[src/rtl/alu_share_arbiter.sv]
// Round-robin arbiter that time-shares one combinational ALU between NUM_REQ requesters.
// Operands and results are registered; one operation is in flight at a time.
module alu_share_arbiter #(
    parameter int         NUM_REQ = 2,
    parameter int         WIDTH   = 16,
    parameter logic [1:0] A_TYPE  = 2'b00,
    localparam int        ID_W    = (NUM_REQ > 1) ? $clog2(NUM_REQ) : 1
) (
    input  logic                     clk,
    input  logic                     reset,
    input  logic [NUM_REQ-1:0]       req_valid,
    output logic [NUM_REQ-1:0]       req_ready,
    input  logic [NUM_REQ*WIDTH-1:0] req_rn,
    input  logic [NUM_REQ*WIDTH-1:0] req_rm,
    input  logic [NUM_REQ*WIDTH-1:0] req_instr,
    output logic [WIDTH-1:0]         alu_rn,
    output logic [WIDTH-1:0]         alu_rm,
    output logic [WIDTH-1:0]         alu_instr,
    input  logic [WIDTH-1:0]         alu_rd,
    output logic                     resp_valid,
    input  logic                     resp_ready,
    output logic [ID_W-1:0]          resp_id,
    output logic [WIDTH-1:0]         resp_data,
    output logic                     resp_err,
    output logic [15:0]              ops_done
);

    typedef enum logic [1:0] {
        IDLE = 2'd0,
        EXEC = 2'd1,
        RESP = 2'd2
    } state_t;

    state_t            state_reg;
    logic [ID_W-1:0]   rr_ptr_reg;
    logic [ID_W-1:0]   id_reg;
    logic [WIDTH-1:0]  alu_rn_reg;
    logic [WIDTH-1:0]  alu_rm_reg;
    logic [WIDTH-1:0]  alu_instr_reg;
    logic [ID_W-1:0]   resp_id_reg;
    logic [WIDTH-1:0]  resp_data_reg;
    logic              resp_err_reg;
    logic [15:0]       ops_done_reg;

    logic              accept_ok;
    logic              gnt_valid;
    logic [ID_W-1:0]   gnt_idx;
    logic [ID_W-1:0]   rr_ptr_next;
    logic              resp_hs;

    logic [WIDTH-1:0]  rn_arr    [NUM_REQ];
    logic [WIDTH-1:0]  rm_arr    [NUM_REQ];
    logic [WIDTH-1:0]  instr_arr [NUM_REQ];

    generate
        for (genvar gi = 0; gi < NUM_REQ; gi++) begin : g_unpack
            assign rn_arr[gi]    = req_rn[WIDTH*gi +: WIDTH];
            assign rm_arr[gi]    = req_rm[WIDTH*gi +: WIDTH];
            assign instr_arr[gi] = req_instr[WIDTH*gi +: WIDTH];
        end
    endgenerate

    assign resp_hs   = (state_reg == RESP) && resp_ready;
    assign accept_ok = (state_reg == IDLE) || resp_hs;

    // Search starts at rr_ptr and wraps; the first valid requester wins.
    always_comb begin
        int idx;
        idx       = 0;
        gnt_valid = 1'b0;
        gnt_idx   = '0;
        req_ready = '0;
        if (!reset && accept_ok) begin
            for (int k = 0; k < NUM_REQ; k++) begin
                idx = int'(rr_ptr_reg) + k;
                if (idx >= NUM_REQ) begin
                    idx = idx - NUM_REQ;
                end
                if (!gnt_valid && req_valid[idx]) begin
                    gnt_valid = 1'b1;
                    gnt_idx   = ID_W'(idx);
                end
            end
        end
        if (gnt_valid) begin
            req_ready[gnt_idx] = 1'b1;
        end
    end

    assign rr_ptr_next = (gnt_idx == ID_W'(NUM_REQ - 1)) ? '0 : gnt_idx + 1'b1;

    always_ff @(posedge clk or posedge reset) begin
        if (reset) begin
            state_reg     <= IDLE;
            rr_ptr_reg    <= '0;
            id_reg        <= '0;
            alu_rn_reg    <= '0;
            alu_rm_reg    <= '0;
            alu_instr_reg <= '0;
            resp_id_reg   <= '0;
            resp_data_reg <= '0;
            resp_err_reg  <= 1'b0;
            ops_done_reg  <= '0;
        end else begin
            case (state_reg)
                IDLE: begin
                    if (gnt_valid) begin
                        state_reg <= EXEC;
                    end
                end
                EXEC: begin
                    resp_data_reg <= alu_rd;
                    resp_err_reg  <= (alu_instr_reg[WIDTH-1 -: 2] != A_TYPE);
                    resp_id_reg   <= id_reg;
                    state_reg     <= RESP;
                end
                RESP: begin
                    if (resp_ready) begin
                        ops_done_reg <= ops_done_reg + 16'd1;
                        state_reg    <= gnt_valid ? EXEC : IDLE;
                    end
                end
                default: state_reg <= IDLE;
            endcase

            // Operands load only on a grant, so the ALU inputs stay quiet otherwise.
            if (gnt_valid) begin
                alu_rn_reg    <= rn_arr[gnt_idx];
                alu_rm_reg    <= rm_arr[gnt_idx];
                alu_instr_reg <= instr_arr[gnt_idx];
                id_reg        <= gnt_idx;
                rr_ptr_reg    <= rr_ptr_next;
            end
        end
    end

    assign alu_rn     = alu_rn_reg;
    assign alu_rm     = alu_rm_reg;
    assign alu_instr  = alu_instr_reg;
    assign resp_valid = (state_reg == RESP);
    assign resp_id    = resp_id_reg;
    assign resp_data  = resp_data_reg;
    assign resp_err   = resp_err_reg;
    assign ops_done   = ops_done_reg;

endmodule
[config.mk]
export PLATFORM = sky130hd
export DESIGN_NAME = alu_share_arbiter
export DESIGN_NICKNAME = d
export VERILOG_FILES = /design/src/rtl/alu_share_arbiter.sv
export SDC_FILE = /design/constraint.sdc
export NUM_CORES = 1
export LEC_CHECK = 0
export BUFFER_PORTS_ARGS = -buffer_cell sky130_fd_sc_hd__clkbuf_2
export CORE_ASPECT_RATIO = 1.75
export CORE_MARGIN = 5
export CORE_UTILIZATION = 47
export CTS_BUF_LIST = sky130_fd_sc_hd__clkbuf_16
export DETAILED_ROUTE_END_ITERATION = 10
export GPL_TIMING_DRIVEN = 0
export PLACE_DENSITY_LB_ADDON = 0.12
export SYNTH_ARGS = -nofsm -noshare
export SYNTH_HDL_FRONTEND = slang
export SYNTH_SLANG_ARGS = --single-unit
[constraint.sdc]
create_clock -name clk -period 6.4 [get_ports clk]
set_input_delay 1.28 -clock clk [delete_from_list [all_inputs] [get_ports clk]]
set_output_delay 1.28 -clock clk [all_outputs]
set_load 0.02 [all_outputs]
Yosys cells after proc, flatten, opt, wreduce, memory -nomap -nowiden
Index checks and enable logic that the tools add are counted.
{"block": "totals", "ff_bits": 86, "inputBits": 117, "output_inout_bits": 85, "word_cells": 72}
{"block": "op_classes", "n_addsub": 5, "n_lt_le_gt_ge": 7, "n_eq_ne": 4, "n_mux": 34, "bitwise": 1, "n_reduce_logical": 11}
{"operator": "$mux 16", "count": 9}
{"operator": "$mux 32", "count": 4}
{"operator": "$lt 32x3->1 const B", "count": 2}
{"operator": "$add 16x1->16 const B", "count": 1}
{"operator": "$mux 1", "count": 16}
{"operator": "$mux 2", "count": 3}
{"operator": "$pmux 2 s3", "count": 1}
{"operator": "$ge 2x2->1 const B", "count": 2}
{"operator": "$logic_and 1x1->1", "count": 4}
{"operator": "$reduce_and 2->1", "count": 2}
{"operator": "$sub 1x2->3 const B", "count": 1}
{"operator": "$sub 2x2->3 const B", "count": 1}
{"operator": "$add 1x1->2 const B", "count": 1}
{"operator": "$eq 2x1->1 const B", "count": 1}
{"operator": "$eq 2x2->1 const B", "count": 1}
{"operator": "$ge 1x2->1 const B", "count": 1}
{"operator": "$logic_not 1->1", "count": 2}
{"operator": "$logic_not 2->1", "count": 1}
{"operator": "$lt 1x2->1 const B", "count": 1}
{"operator": "$ne 2x1->1 const B", "count": 1}
{"operator": "$ne 2x2->1 const B", "count": 1}
{"operator": "$not 1->2", "count": 1}
{"operator": "$reduce_bool 2->1", "count": 1}
{"operator": "$add 1x1->1 const B", "count": 1}
{"operator": "3 further kinds", "count": 3}

Depth between registers and ports, before layout
Gate-level depths: netlist of run 1.
{"block": "depth", "depth_word": 19, "mapped_depth": 6}

Least setup slack after synthesis of run 1
OpenSTA, ideal clock, no wires.
{"block": "synth_timing", "kind": "input-to-output", "start": "input port reset", "end": "output port req_ready[0]", "arrival_time_ps": 1927, "t_required_ps": 5120, "path_slack_ps": 3193, "path_stages": 3, "cell_sequence": "nor2_1 > o2111a_1 > buf_2"}
{"block": "synth_between", "elab_chain_cells": 8, "word_cells_on_any_way": 10, "cone_classes": "order compare: 2; mux: 5; reduce/logical: 3"}
{"element": "start, declared", "line_no": "10", "source": "input logic reset,"}
{"element": "$logic_not 1->1 (no line) (*)"}
{"element": "$logic_and 1x1->1 (*)", "line_no": "73", "source": "if (!reset && accept_ok) begin"}
{"element": "$mux 1", "line_no": "73"}
{"element": "$lt 1x2->1 (not written as such) / $ge 1x1->1 (equally long branches)", "line_no": "86", "source": "req_ready[gnt_idx] = 1'b1;"}
{"element": "$logic_and 1x1->1 (not written as such)", "line_no": "86"}
{"element": "$mux 1 (not written as such)", "line_no": "86"}
{"element": "$demux 1 s1", "line_no": "86"}
{"element": "$mux 2 (*)", "line_no": "85", "source": "if (gnt_valid) begin"}
{"element": "end, declared", "line_no": "12", "source": "output logic [NUM_REQ-1:0] req_ready,"}
Every way passes the cells marked *; elsewhere a longest branch is shown, timed or not.

Worst setup path in the final report of run 1
Ends and elaborated chain as after synthesis.

==> metrics, run 1 <==
vias in the first global route=3257; routed vias/inst=5.24; clock root buffer=clkbuf_16; Routed Antenna Nets=0; crit path capture type=output pin; achievable frequency=272 MHz; setup total negative slack=0 ps; initial DRC count=270; Yosys reg bits=86; Hold Crit Class=flop to flop; power per cell area=384 nW/um2; Rows=42; CTS sink cnt=86; Vias=3062; Worst-Skew Late Latency=330 ps; postcts setup bufs=0; Initial Utilization=47.5%; Cells after Synth=278; run status=finished, final reports clean; max cap viols=0; area leader, netlist=dfrtp_1; core footprint=7460 um2; Post-Synthesis Cell Area=3550 um2; Layout area overhead=40.2%; DIE AREA=9450 um2; Ports=202; Inserted Diodes=0; Hold-fix buffers, CTS=0; PortBufs=201; Die Ht=125 um; Critical Path RT=5120 ps; Slew @ Worst Pin=543 ps; Critical Path Start Type=input pin; synth warn=0; synth unique cells=26; GRT Total Usage=21.9%; WP data arrival=2400 ps; final critical-path required period=3680 ps; fin. max-slew vios=0; CTS Buffer Depth=2; DRC viols=0; first-pass GRT wire length=15800 um; layout cells sized above 1=51.6%; Final Hold Fails=0; worst-path fanout max=10; total gr overflow=0; wire per inst=16.6 um; number of H-tree levels=3; CTS tree=built; top post-synthesis cells by area=dfrtp_1 (61%), a222oi_1 (14%), mux2_2 (5.7%), inv_1 (5.6%), xnor2_1 (3.0%); clock skew=4.73 ps; floorplan die width=75.7 um; clock slew at reported path FFs=60 ps; antenna violations before repair=0; pin count of the biggest net entering global routing=48; Total Power=0.00191 W; GPL Wtd Cong=0.804; Initial DRT Pass Iterations=8; Avg Cell Area, Syn=12.8 um2; register area share after synthesis=60.7%; Max IR drop VDD=0.216 mV; fin crit share=57.5%; post-DP HPWL=7490 um; Post-CTS Resized=0; RSZ-0062 raised after global routing=no; post-synth net total=396; routed wire length=9690 um; CTS buffer count=9; Slew headroom=63.8%; nets@finish=609; final setup fails=0; Setup CP Type=input pin to output pin; LEAKAGE=2.85 nW; Yosys top cell area share=60.7%
==> area by class of cell <==
cell class	count	area, um2
clock buffer	9	225
clock inverter	7	56.3
multi-input combinational	120	1060
buffer	19	135
sequential	86	2150
timing repair buffer	202	1030
tap	88	110
inverter	53	201
fill	594	2490
==> path summary, 6_finish.rpt <==
kind | end | from | cells past startpoint | slack [ps]
worst max-delay path | req_ready[0] | reset | 5 | 2720
worst min-delay path | ops_done[15]$_DFFE_PP0P_ | ops_done[15]$_DFFE_PP0P_ | 1 | 470
worst max register to register | alu_rm[7]$_DFFE_PP0P_ | state_reg[0]$_DFFE_PP0P_ | 5 | 4690
worst min register to register | ops_done[15]$_DFFE_PP0P_ | ops_done[15]$_DFFE_PP0P_ | 1 | 470
max in group asynchronous | alu_instr[14]$_DFFE_PP0P_ | reset | 3 | 4810
min in group asynchronous | state_reg[1]$_DFFE_PP0P_ | reset | 2 | 1010
==> stage by stage <==
stage	hold slack (ps)	utilization, %	setup WS (ps)	std cells	cell area [um2]
2_1_floorplan	446	-	2900	278	3550
3_3_place_gp	457	62.5	1910	567	4660
3_5_place_dp	472	62.9	2720	568	4690
4_1_cts	480	66.7	2710	584	4970
5_1_grt	505	66.7	2630	584	4970
6_report	474	66.7	2720	584	4970
==> metal layers <==
| metal | routed length (um) | GRT usage [%] | share of wire (%) |
|---|---|---|---|
| met1 | 3460 | 25.3 | 36 |
| met2 | 5250 | 36.9 | 54 |
| met3 | 727 | 6.62 | 7.5 |
| met4 | 246 | 8.44 | 2.5 |
| met5 | 0 | 0 | 0 |
==> cells by family after synthesis <==
kind of cell | Yosys count | synth area share [%]
AND/OR/NAND/NOR | 31 | 4.62
flip-flops | 86 | 60.7
buffers and inverters | 72 | 9.42
multiplexers | 18 | 5.71
XOR/XNOR | 15 | 3.92
AO/OA/AOI/OAI | 55 | 15.3
adder cells (fa/ha/maj) | 1 | 0.353
==> cells in the mapped netlist (all sizes together) <==
cell     n
and3b    1
buf     19
o2111a   2
ha       1
nand4    4
a21o     2
o221ai   1
nor2     4
xnor2   12
nor3     1
inv     53
nand2b   2
a222oi  48
dfrtp   86
and4     2
and3     2
nand3    5
mux2    18
o21ai    2
and2     1
nand2    9
xor2     3
==> layout by cell type (no fill, tap or decap) <==
cell type  count
o21ai_0        2
clkinv_1       2
xnor2_1       12
nand3_1        5
nand4_1        4
dfrtp_1       86
clkinv_2       3
and4_4         1
xor2_2         1
xor2_1         2
o221ai_2       1
ha_1           1
inv_4          1
a222oi_1      48
and3_1         2
buf_2         12
and4_1         1
and2_1         1
nand2_1        9
clkbuf_2     201
buf_6          6
bufinv_16      1
nand2b_1       2
nor3_1         1
buf_4          1
o2111a_1       2
and3b_1        1
inv_1         53
a21o_1         2
clkbuf_16      9
mux2_2        18
buf_16         1
nor2_1         4
==> power by group <==
group          leakage (nW)  switching (W)  internal, W  total, W
sequential             1.07      0.0000952     0.000692  0.000787
clock                 0.145       0.000200     0.000296  0.000496
combinational          1.63       0.000370     0.000256  0.000626
total                  2.85       0.000666      0.00124   0.00191
==> worst max-delay path, stage by stage <==
cell	delay (ps)
clkbuf_2	110
nor2_1	200
o2111a_1	330
buf_2	260
clkbuf_2	210
Note: power is estimated with default switching activity, not from simulation.
==> run 2: changes to the inputs <==
CORE_UTILIZATION = 44   (was 47)
clock period = 3.8 ns   (was 6.4 ns; I/O delays follow)
==> run 2 against run 1 <==
Effect of this change: via count is 0.98% higher; sequential cell count did not move; register-to-register slack got worse by 2600 ps; setup slack lost 1500 ps; non-clock buffer count did not move; die area is 6.1% higher; hold slack got worse by 4.2 ps; core utilization is 3.7 points lower; power is 68% higher; critical path depth unchanged; global-route usage fell by 2.4 points; final cell count grew 0.34%; largest power group unchanged.
==> metrics, run 2 (synthesis results as in run 1) <==
run status=finished, final reports clean; fin. max-slew vios=0; Placed Cells=570; worst-path fanout max=10; Inserted Diodes=0; wire per inst=16.6 um; Hold Crit Class=flop to flop; area of the multi-input gates=1060 um2; most frequent cells in the layout=clkbuf_2 (201), dfrtp_1 (86), inv_1 (52); Layout Utilization=62.9%; clock root buffer=clkbuf_16; CTS Buffer Depth=2; most common cell after layout, fill and taps aside=clkbuf_2; Vias=3092; register area=2150 um2; vias in the first global route=3277; setup total negative slack=0 ps; WP data arrival=1850 ps; crit path capture type=output pin; post-route insts no fill=586; Rows=43; Critical Path Start Type=input pin; floorplan die width=77.9 um; Worst-Skew Late Latency=330 ps; fin crit share=68.7%; Max IR drop VDD=0.354 mV; dpl ws=1170 ps; Total Power=0.00321 W; Setup CP Type=input pin to output pin; final critical-path required period=2610 ps; Worst R2R Path Depth=5; initial DRC count=210; PortBufs=201; routed wire length=9730 um; Layout area overhead=40.3%; clock slew at reported path FFs=60 ps; LEAKAGE=2.84 nW; RSZ-0062 raised after global routing=no; Post-CTS Resized=0; Critical Path RT=3040 ps; Routed Antenna Nets=0; achievable frequency=383 MHz; post-DP HPWL=7660 um; power per cell area=646 nW/um2; fillers=658; DRC viols=0; Slew @ Worst Pin=551 ps; total gr overflow=0; GRT Total Usage=19.5%; M1 GR Usage=21.7%; Slew headroom=63.3%; routed vias/inst=5.28; pin count of the biggest net entering global routing=46; worst hold path depth=1; postcts setup bufs=0; Initial DRT Pass Iterations=7; DIE AREA=10000 um2; nets@finish=609; core footprint=7910 um2; number of H-tree levels=3; CTS tree=built; Die Ht=129 um; GR peak layer=met2; setup slack after layout=1190 ps; Hold-fix buffers, CTS=0; layout cells sized above 1=51.4%; Ports=202; antenna violations before repair=0; CTS sink cnt=86; CTS buffer count=9; GPL Wtd Cong=0.810; clock skew=3.79 ps; Final Hold Fails=0; Initial Utilization=44.9%; max cap viols=0; first-pass GRT wire length=15500 um; final setup fails=0; routing usage on met2=34.8%; met3 usage=4.69%
[run 2: per-stage QoR]
stage | cell area (um2) | hold WS [ps]
after floorplan | 3550 | 446
after global placement | 4670 | 457
after detailed placement | 4700 | 463
after CTS | 4980 | 476
after global routing | 4980 | 486
final | 4980 | 470
[run 2: path summary, 6_finish.rpt]
kind,from,endpoint,slack (ps)
min in group asynchronous,reset,ops_done[1]$_DFFE_PP0P_,500
max in group asynchronous,reset,alu_instr[2]$_DFFE_PP0P_,2720
hold / removal,id_reg$_DFFE_PP0P_,id_reg$_DFFE_PP0P_,470
setup / recovery,reset,req_ready[1],1190
setup reg to reg,state_reg[0]$_DFFE_PP0P_,alu_rm[14]$_DFFE_PP0P_,2120
hold reg to reg,id_reg$_DFFE_PP0P_,id_reg$_DFFE_PP0P_,470
[run 2: final cells by class]
class                   instances  area share, %
flip-flops and latches         86           43.2
multi-input cells             120           21.3
repair buffers                202           20.8
clock buffers                   9           4.53
inverters                      53           4.05
plain buffers                  19           2.72
well taps                      90           2.26
clock inverters                 7           1.11
[run 2: where the power goes]
part	total [W]	leakage, nW	switching (W)	internal (W)
clock	0.000831	0.139	0.000334	0.000497
sequential	0.00133	1.07	0.000160	0.00117
combinational	0.00106	1.63	0.000625	0.000431
[run 2: critical path, stage by stage]
cell and delay, ps:
clkbuf_2 120, nor2_1 200, o2111a_1 310, buf_2 250, clkbuf_2 210
[run 2: per-layer routing]
metal  wire length [um]  share of wire [%]
met1               3460                 36
met2               5460                 56
met3                614                6.3
met4                201                2.1
met5                  0                  0
